### src/rtl/rgb_lcd_pkg.sv
// Shared definitions for the RGB-LCD timing generator.
//   - Default 800x480 panel timing (pixels / lines per region).
//   - FSM state encoding.
//   - rgb565_to_888(): widens RGB565 to RGB888 by repeating the MSBs of each
//     channel into its LSBs, so full-scale stays full-scale and zero stays zero.
package rgb_lcd_pkg;

  localparam int unsigned DEF_H_SYNC   = 48;
  localparam int unsigned DEF_H_BP     = 88;
  localparam int unsigned DEF_H_ACTIVE = 800;
  localparam int unsigned DEF_H_FP     = 40;
  localparam int unsigned DEF_V_SYNC   = 3;
  localparam int unsigned DEF_V_BP     = 32;
  localparam int unsigned DEF_V_ACTIVE = 480;
  localparam int unsigned DEF_V_FP     = 13;

  typedef enum logic {
    ST_IDLE = 1'b0,
    ST_RUN  = 1'b1
  } lcd_state_e;

  function automatic logic [23:0] rgb565_to_888(input logic [15:0] d);
    return {d[15:11], d[15:13], d[10:5], d[10:9], d[4:0], d[4:2]};
  endfunction

endpackage

### src/rtl/lcd_axis_cnt.sv
// One scan axis (horizontal or vertical) of the LCD timing generator.
// The count runs SYNC, BP, ACTIVE, FP starting from 0 and wraps after TOTAL-1.
// Ports:
//   i_clk      pixel clock
//   i_rst      synchronous reset, active-high
//   i_clr      hold the count at 0 (scanner idle)
//   i_en       advance the count by one this cycle
//   o_cnt      current position on the axis
//   o_sync     position lies in the sync region
//   o_active   position lies in the active region
//   o_last     position is TOTAL-1 (wraps on the next enabled cycle)
module lcd_axis_cnt
  import rgb_lcd_pkg::*;
#(
  parameter int unsigned SYNC   = 1,
  parameter int unsigned BP     = 1,
  parameter int unsigned ACTIVE = 1,
  parameter int unsigned FP     = 1,
  parameter int unsigned CNT_W  = 12
) (
  input  logic             i_clk,
  input  logic             i_rst,
  input  logic             i_clr,
  input  logic             i_en,
  output logic [CNT_W-1:0] o_cnt,
  output logic             o_sync,
  output logic             o_active,
  output logic             o_last
);

  localparam int unsigned TOTAL = SYNC + BP + ACTIVE + FP;

  if (SYNC < 1 || BP < 1 || ACTIVE < 1 || FP < 1) begin : g_region_chk
    $error("lcd_axis_cnt: every region length must be at least 1");
  end
  if (TOTAL > (2 ** CNT_W)) begin : g_width_chk
    $error("lcd_axis_cnt: CNT_W too small to hold TOTAL-1");
  end

  localparam logic [CNT_W-1:0] SYNC_END  = CNT_W'(SYNC);
  localparam logic [CNT_W-1:0] ACT_START = CNT_W'(SYNC + BP);
  // FP >= 1, so the exclusive end of ACTIVE is at most TOTAL-1 and fits
  localparam logic [CNT_W-1:0] ACT_END   = CNT_W'(SYNC + BP + ACTIVE);
  localparam logic [CNT_W-1:0] LAST      = CNT_W'(TOTAL - 1);

  logic [CNT_W-1:0] r_cnt;

  always_ff @(posedge i_clk) begin
    if (i_rst || i_clr) begin
      r_cnt <= '0;
    end else if (i_en) begin
      r_cnt <= (r_cnt == LAST) ? '0 : r_cnt + CNT_W'(1);
    end
  end

  assign o_cnt    = r_cnt;
  assign o_sync   = (r_cnt < SYNC_END);
  assign o_active = (r_cnt >= ACT_START) && (r_cnt < ACT_END);
  assign o_last   = (r_cnt == LAST);

endmodule

### src/rtl/rgb_lcd_timing_gen.sv
// RGB-LCD timing generator and FIFO pixel pump (pixel-clock domain).
// Generates HSYNC/VSYNC/DE, reads RGB565 from the line FIFO one cycle ahead of
// use and drives RGB888 to the panel. All pins are registered and mutually
// aligned two cycles after the counter position that produced them.
// Ports:
//   i_clk, i_rst            pixel clock, synchronous active-high reset
//   i_frame_req             producer has a frame ready (level)
//   i_fifo_empty            FIFO empty flag
//   i_fifo_data             RGB565 word, valid the cycle after o_fifo_re
//   o_fifo_re               FIFO read enable
//   o_fifo_rst              FIFO reset pulse at start of frame (or line)
//   o_lcd_hsync/o_lcd_vsync syncs, active level HS_POL/VS_POL
//   o_lcd_de                data enable, active-high
//   o_lcd_r/o_lcd_g/o_lcd_b pixel colour
//   o_frame_start           one-cycle pulse with the first DE of a frame
//   o_underflow             sticky: a fill pixel was shown this frame
//
// state   | meaning
// IDLE    | counters held at 0, pins idle, waiting for a frame request
// RUN     | scanning; a frame always completes once started
module rgb_lcd_timing_gen
  import rgb_lcd_pkg::*;
#(
  parameter int unsigned H_SYNC       = DEF_H_SYNC,
  parameter int unsigned H_BP         = DEF_H_BP,
  parameter int unsigned H_ACTIVE     = DEF_H_ACTIVE,
  parameter int unsigned H_FP         = DEF_H_FP,
  parameter int unsigned V_SYNC       = DEF_V_SYNC,
  parameter int unsigned V_BP         = DEF_V_BP,
  parameter int unsigned V_ACTIVE     = DEF_V_ACTIVE,
  parameter int unsigned V_FP         = DEF_V_FP,
  parameter int unsigned CNT_W        = 12,
  parameter bit          HS_POL       = 1'b0,
  parameter bit          VS_POL       = 1'b0,
  parameter bit          FREE_RUN     = 1'b0,
  parameter bit          RST_PER_LINE = 1'b0,
  parameter int unsigned FIFO_RST_LEN = 20,
  parameter logic [23:0] FILL_RGB     = 24'hFF0000
) (
  input  logic        i_clk,
  input  logic        i_rst,
  input  logic        i_frame_req,
  input  logic        i_fifo_empty,
  input  logic [15:0] i_fifo_data,
  output logic        o_fifo_re,
  output logic        o_fifo_rst,
  output logic        o_lcd_hsync,
  output logic        o_lcd_vsync,
  output logic        o_lcd_de,
  output logic [7:0]  o_lcd_r,
  output logic [7:0]  o_lcd_g,
  output logic [7:0]  o_lcd_b,
  output logic        o_frame_start,
  output logic        o_underflow
);

  // The FIFO reset pulse must end before the first active pixel of the line
  if (FIFO_RST_LEN < 1 || FIFO_RST_LEN + 2 > H_SYNC + H_BP) begin : g_rst_len_chk
    $error("rgb_lcd_timing_gen: FIFO_RST_LEN must be 1..H_SYNC+H_BP-2");
  end

  localparam logic [CNT_W-1:0] RST_LEN = CNT_W'(FIFO_RST_LEN);
  localparam logic [CNT_W-1:0] H_FIRST = CNT_W'(H_SYNC + H_BP);
  localparam logic [CNT_W-1:0] V_FIRST = CNT_W'(V_SYNC + V_BP);

  lcd_state_e       r_state;
  lcd_state_e       w_state_nxt;
  logic             w_run;
  logic             w_go;

  logic [CNT_W-1:0] w_h_cnt;
  logic [CNT_W-1:0] w_v_cnt;
  logic             w_h_sync, w_h_act, w_h_last;
  logic             w_v_sync, w_v_act, w_v_last;

  logic             w_act;
  logic             w_first;

  logic             r_s1_act, r_s1_rd, r_s1_hs, r_s1_vs, r_s1_first;
  logic             r_s2_de, r_s2_hs, r_s2_vs, r_s2_fs, r_s2_uf;
  logic [23:0]      r_s2_rgb;

  assign w_go  = i_frame_req | FREE_RUN;
  assign w_run = (r_state == ST_RUN);

  always_ff @(posedge i_clk) begin
    if (i_rst) begin
      r_state <= ST_IDLE;
    end else begin
      r_state <= w_state_nxt;
    end
  end

  always_comb begin
    w_state_nxt = r_state;
    case (r_state)
      ST_IDLE: if (w_go) w_state_nxt = ST_RUN;
      ST_RUN:  if (w_h_last && w_v_last && !w_go) w_state_nxt = ST_IDLE;
      default: w_state_nxt = ST_IDLE;
    endcase
  end

  lcd_axis_cnt #(
    .SYNC(H_SYNC), .BP(H_BP), .ACTIVE(H_ACTIVE), .FP(H_FP), .CNT_W(CNT_W)
  ) u_h_cnt (
    .i_clk    (i_clk),
    .i_rst    (i_rst),
    .i_clr    (!w_run),
    .i_en     (w_run),
    .o_cnt    (w_h_cnt),
    .o_sync   (w_h_sync),
    .o_active (w_h_act),
    .o_last   (w_h_last)
  );

  lcd_axis_cnt #(
    .SYNC(V_SYNC), .BP(V_BP), .ACTIVE(V_ACTIVE), .FP(V_FP), .CNT_W(CNT_W)
  ) u_v_cnt (
    .i_clk    (i_clk),
    .i_rst    (i_rst),
    .i_clr    (!w_run),
    .i_en     (w_run && w_h_last),
    .o_cnt    (w_v_cnt),
    .o_sync   (w_v_sync),
    .o_active (w_v_act),
    .o_last   (w_v_last)
  );

  // Stage 0: decodes straight off the counters. Reading here lets the
  // 1-cycle FIFO latency line up with the stage-2 pin register.
  assign w_act      = w_run && w_h_act && w_v_act;
  assign w_first    = w_act && (w_h_cnt == H_FIRST) && (w_v_cnt == V_FIRST);
  assign o_fifo_re  = w_act && !i_fifo_empty;
  assign o_fifo_rst = w_run && (w_h_cnt < RST_LEN) && (RST_PER_LINE || (w_v_cnt == '0));

  always_ff @(posedge i_clk) begin
    if (i_rst) begin
      r_s1_act   <= 1'b0;
      r_s1_rd    <= 1'b0;
      r_s1_hs    <= 1'b0;
      r_s1_vs    <= 1'b0;
      r_s1_first <= 1'b0;
      r_s2_de    <= 1'b0;
      r_s2_hs    <= 1'b0;
      r_s2_vs    <= 1'b0;
      r_s2_fs    <= 1'b0;
      r_s2_uf    <= 1'b0;
      r_s2_rgb   <= '0;
    end else begin
      r_s1_act   <= w_act;
      r_s1_rd    <= o_fifo_re;
      r_s1_hs    <= w_run && w_h_sync;
      r_s1_vs    <= w_run && w_v_sync;
      r_s1_first <= w_first;

      r_s2_de <= r_s1_act;
      r_s2_hs <= r_s1_hs;
      r_s2_vs <= r_s1_vs;
      r_s2_fs <= r_s1_first;

      // An empty FIFO costs the pixel; it is never read back later
      if (r_s1_act) begin
        r_s2_rgb <= r_s1_rd ? rgb565_to_888(i_fifo_data) : FILL_RGB;
      end else begin
        r_s2_rgb <= '0;
      end

      // A fill on the first pixel must leave the flag set, so set beats clear
      if (r_s1_act && !r_s1_rd) begin
        r_s2_uf <= 1'b1;
      end else if (r_s1_first) begin
        r_s2_uf <= 1'b0;
      end
    end
  end

  assign o_lcd_hsync   = r_s2_hs ? HS_POL : ~HS_POL;
  assign o_lcd_vsync   = r_s2_vs ? VS_POL : ~VS_POL;
  assign o_lcd_de      = r_s2_de;
  assign o_lcd_r       = r_s2_rgb[23:16];
  assign o_lcd_g       = r_s2_rgb[15:8];
  assign o_lcd_b       = r_s2_rgb[7:0];
  assign o_frame_start = r_s2_fs;
  assign o_underflow   = r_s2_uf;

endmodule
### config.mk
export PLATFORM = sky130hd
export DESIGN_NAME = rgb_lcd_timing_gen
export DESIGN_NICKNAME = d
export VERILOG_FILES = /design/src/rtl/rgb_lcd_pkg.sv /design/src/rtl/lcd_axis_cnt.sv /design/src/rtl/rgb_lcd_timing_gen.sv
export SDC_FILE = /design/constraint.sdc
export NUM_CORES = 1
export LEC_CHECK = 0
export ABC_AREA = 1
export CAP_MARGIN = 40
export CORE_ASPECT_RATIO = 0.75
export CORE_MARGIN = 2
export CORE_UTILIZATION = 33
export DETAILED_ROUTE_END_ITERATION = 7
export PLACE_DENSITY = 0.62
export SYNTH_ARGS = -nofsm -noshare
export SYNTH_HDL_FRONTEND = slang
export SYNTH_SLANG_ARGS = --single-unit
### constraint.sdc
create_clock -name i_clk -period 3.8 [get_ports i_clk]
set_input_delay 0.38 -clock i_clk [delete_from_list [all_inputs] [get_ports i_clk]]
set_output_delay 0.38 -clock i_clk [all_outputs]
set_load 0.05 [all_outputs]
==> qor.txt <==
Fill cell count -> 692
Final ANT Viol Nets -> 0
Min-delay worst type -> reg -> reg
Vias in the first global route -> 1863
Critical path peak fanout -> 5
DR vias -> 2096
Yosys warns -> 0
Power Total -> 956 uW
HPWL Detailed -> 4.02 mm
Hold WS -> 0.401 ns
CTS buffer count -> 5
Max-cap violations -> 0
Hold path depth -> 2
Maximum VDD drop -> 143 uV
Main combinational cell family by area after synthesis -> simple AND/OR/NAND/NOR gates
I/O pin count -> 51
Synth Area in Compound Gates -> 0.0622
Die area -> 0.00777 mm2
Simple-gate portion of the synthesized area -> 0.334
Top Usage Layer GRT -> met1
Final WL -> 5.12 mm
DRT iter0 DRCs -> 93
Port Buf Inserts -> 50
Cell Area, Synth -> 0.00233 mm2
Post-CTS setup buffers -> 0
GRT Overall Usage -> 0.137
Synthesized area per cell -> 6.99 um2
First-pass GRT wire length -> 8.64 mm
FFs w/ async S/R, synth -> 0
Largest net degree at the start of global routing -> 19
Final non-filler cell total -> 466
Crit path DAT -> 2.40 ns
Placement Rows -> 26
Final net count -> 405
Synth Area in Adders -> 0.0214
DRC -> 0
Crit path cell chain -> ha_1, inv_1, nand2_1, nor2_1, nor2_1, nor2_1, nand3_1, nor2_1, clkdlybuf4s50_1
Max reg flops -> 16
Starting density of the core -> 0.342
Cell area after layout -> 0.00296 mm2
Max Fclk -> 360 MHz
Final worst slack -> 1.02 ns
Distinct cell type count after synthesis -> 25
Reg2reg path depth -> 7
Share of cells above drive strength 1 -> 0.0497
Root Buffer -> clkbuf_8
Power per Cell Area -> 322 mW/mm2
Critical path's slowest cell -> clkdlybuf4s50_1
Final Slew Violations -> 0
Worst setup SP type -> register
CTS Hold Bufs -> 0
DP Worst Slack -> 1.38 ns
Worst-skew pair later-pin latency -> 0.31 ns
Post-CTS sizing -> 0
Met1 track utilization from global routing -> 0.207
Vias/cell -> 4.50
Layout area overhead -> 27.0%
Actual slew at the worst max-slew pin -> 0.521 ns
Post-Synth XOR/XNOR Area -> 0.0188
Die Y -> 76.8 um
Slew HR -> 0.652
WL/cell -> 11.0 um
Ant diodes -> 0
CTS clk-pin slew, worst paths -> 0.10 ns
Final design utilization -> 0.434
Setup Viol. Count Final -> 0
Chip width -> 101 um
Critical Path End Type -> primary output
GPL Wtd Cong -> 0.874
Final Hold Viols -> 0
WS Path Type -> reg -> out
WP data required -> 3.42 ns
Status -> complete, no violations
Core Area -> 0.00683 mm2
Final min period -> 2.78 ns
GRT overflow -> 0
Clock Path Buffers -> 2
Setup TNS -> 0 ns
Leakage -> 1.24 nW
Post-Syn Nets -> 358
CP most frequent cell -> nor2_1
Final critical-path share of the clock period -> 0.732
Post-synthesis mux area share -> 0
Met2 GRT Util -> 0.192
DP Area -> 0.00287 mm2
Sequential cell area fraction in the yosys report -> 0.438
Ys flop type -> dfxtp_1
H-tree depth -> 2
Post-synth EDFFs -> 0
Initial DRT Pass Iterations -> 4
Biggest register -> r_s2_rgb
Inst Count DP -> 458
Syn Inst Count -> 334
Met3 usage -> 0.0310
RSZ-0062 raised after global routing -> false
Final Skew -> 0.00927 ns
Synthesized flop and latch total -> 51
Largest stage delay on the critical path -> 0.82 ns
CTS tree -> yes
Initial antenna violation count -> 0
Clock sink count -> 51
==> critical path: cells and delay by family (launching register included) <==
| family | cells | cell delay, ns |
|---|---|---|
| buf+inv | 2 | 0.91 |
| simple gates | 6 | 0.62 |
| fa+ha+maj | 1 | 0.23 |
| flops | 1 | 0.34 |
==> where the power goes <==
part	switching (mW)	total, mW	leakage, nW	internal [mW]
combinational	0.0411	0.0741	0.779	0.0330
clock	0.198	0.334	0.0491	0.136
sequential	0.00640	0.548	0.412	0.541
total	0.245	0.956	1.24	0.710
==> final cells by class <==
cell class                      count  area [um2]  area share
Multi-Input combinational cell    214        1020       0.344
Inverter                           59         224      0.0756
Clock inverter                      3        26.3     0.00886
Timing Repair Buffer               50         500       0.169
Tap cell                           84         105      0.0355
Sequential cell                    51        1020       0.344
Clock buffer                        5        68.8      0.0232
==> path summary, 6_finish.rpt <==
| path | from | to | slack, ns |
|---|---|---|---|
| setup / recovery | u_v_cnt.o_cnt[1] | o_fifo_re | 1.02 |
| hold / removal | r_s1_hs | r_s2_hs | 0.40 |
| setup reg to reg | u_h_cnt.o_cnt[0] | u_v_cnt.o_cnt[3] | 2.09 |
| hold reg to reg | r_s1_hs | r_s2_hs | 0.40 |
==> kinds of logic (layout without fill, tap and decap cells) <==
logic type      count (synthesis)  count (layout)
buf+inv                        69             117
compound gates                 27              27
simple gates                  178             178
flops                          51              51
xor+xnor                        5               5
fa+ha+maj                       4               4
==> Yosys cell counts, types with 4 or more instances <==
library cell | n | area [um2]
a21oi_1 | 16 | 80.1
nor3_1 | 11 | 55.1
nand2_1 | 69 | 259
nor2_1 | 57 | 214
nand3_1 | 21 | 105
inv_1 | 57 | 214
ha_1 | 4 | 50.1
dfxtp_1 | 51 | 1020
o21ai_0 | 7 | 35.0
nand4_1 | 8 | 50.1
buf_4 | 8 | 60.1
==> cells in the final DEF (no fill, tap or decap) <==
cell / netlist / routed
nor3b_1: 1 / 1
nor4_1: 2 / 2
clkbuf_8: 0 / 5
nor2_4: 2 / 2
dfxtp_1: 51 / 51
inv_1: 57 / 57
o21ai_0: 7 / 7
nor2_2: 3 / 3
inv_4: 1 / 1
nand4_1: 8 / 8
nor3_1: 11 / 11
ha_1: 4 / 4
a21oi_1: 16 / 16
inv_6: 0 / 2
nand2_2: 3 / 3
a21boi_0: 1 / 1
nor3_4: 1 / 1
o211ai_1: 2 / 2
nor2_1: 57 / 57
a211oi_1: 1 / 1
clkdlybuf4s50_1: 0 / 50
xor2_1: 3 / 3
xnor2_1: 2 / 2
nand2_1: 69 / 69
nand3_1: 21 / 21
clkinv_4: 0 / 1
inv_2: 1 / 1
==> metal layers <==
metal	routed length, um	up-vias
li1	-	1121
met1	2670	913
met2	2050	57
met3	338	5
met4	52	0
met5	0	-
(Power assumes the default switching activity.)
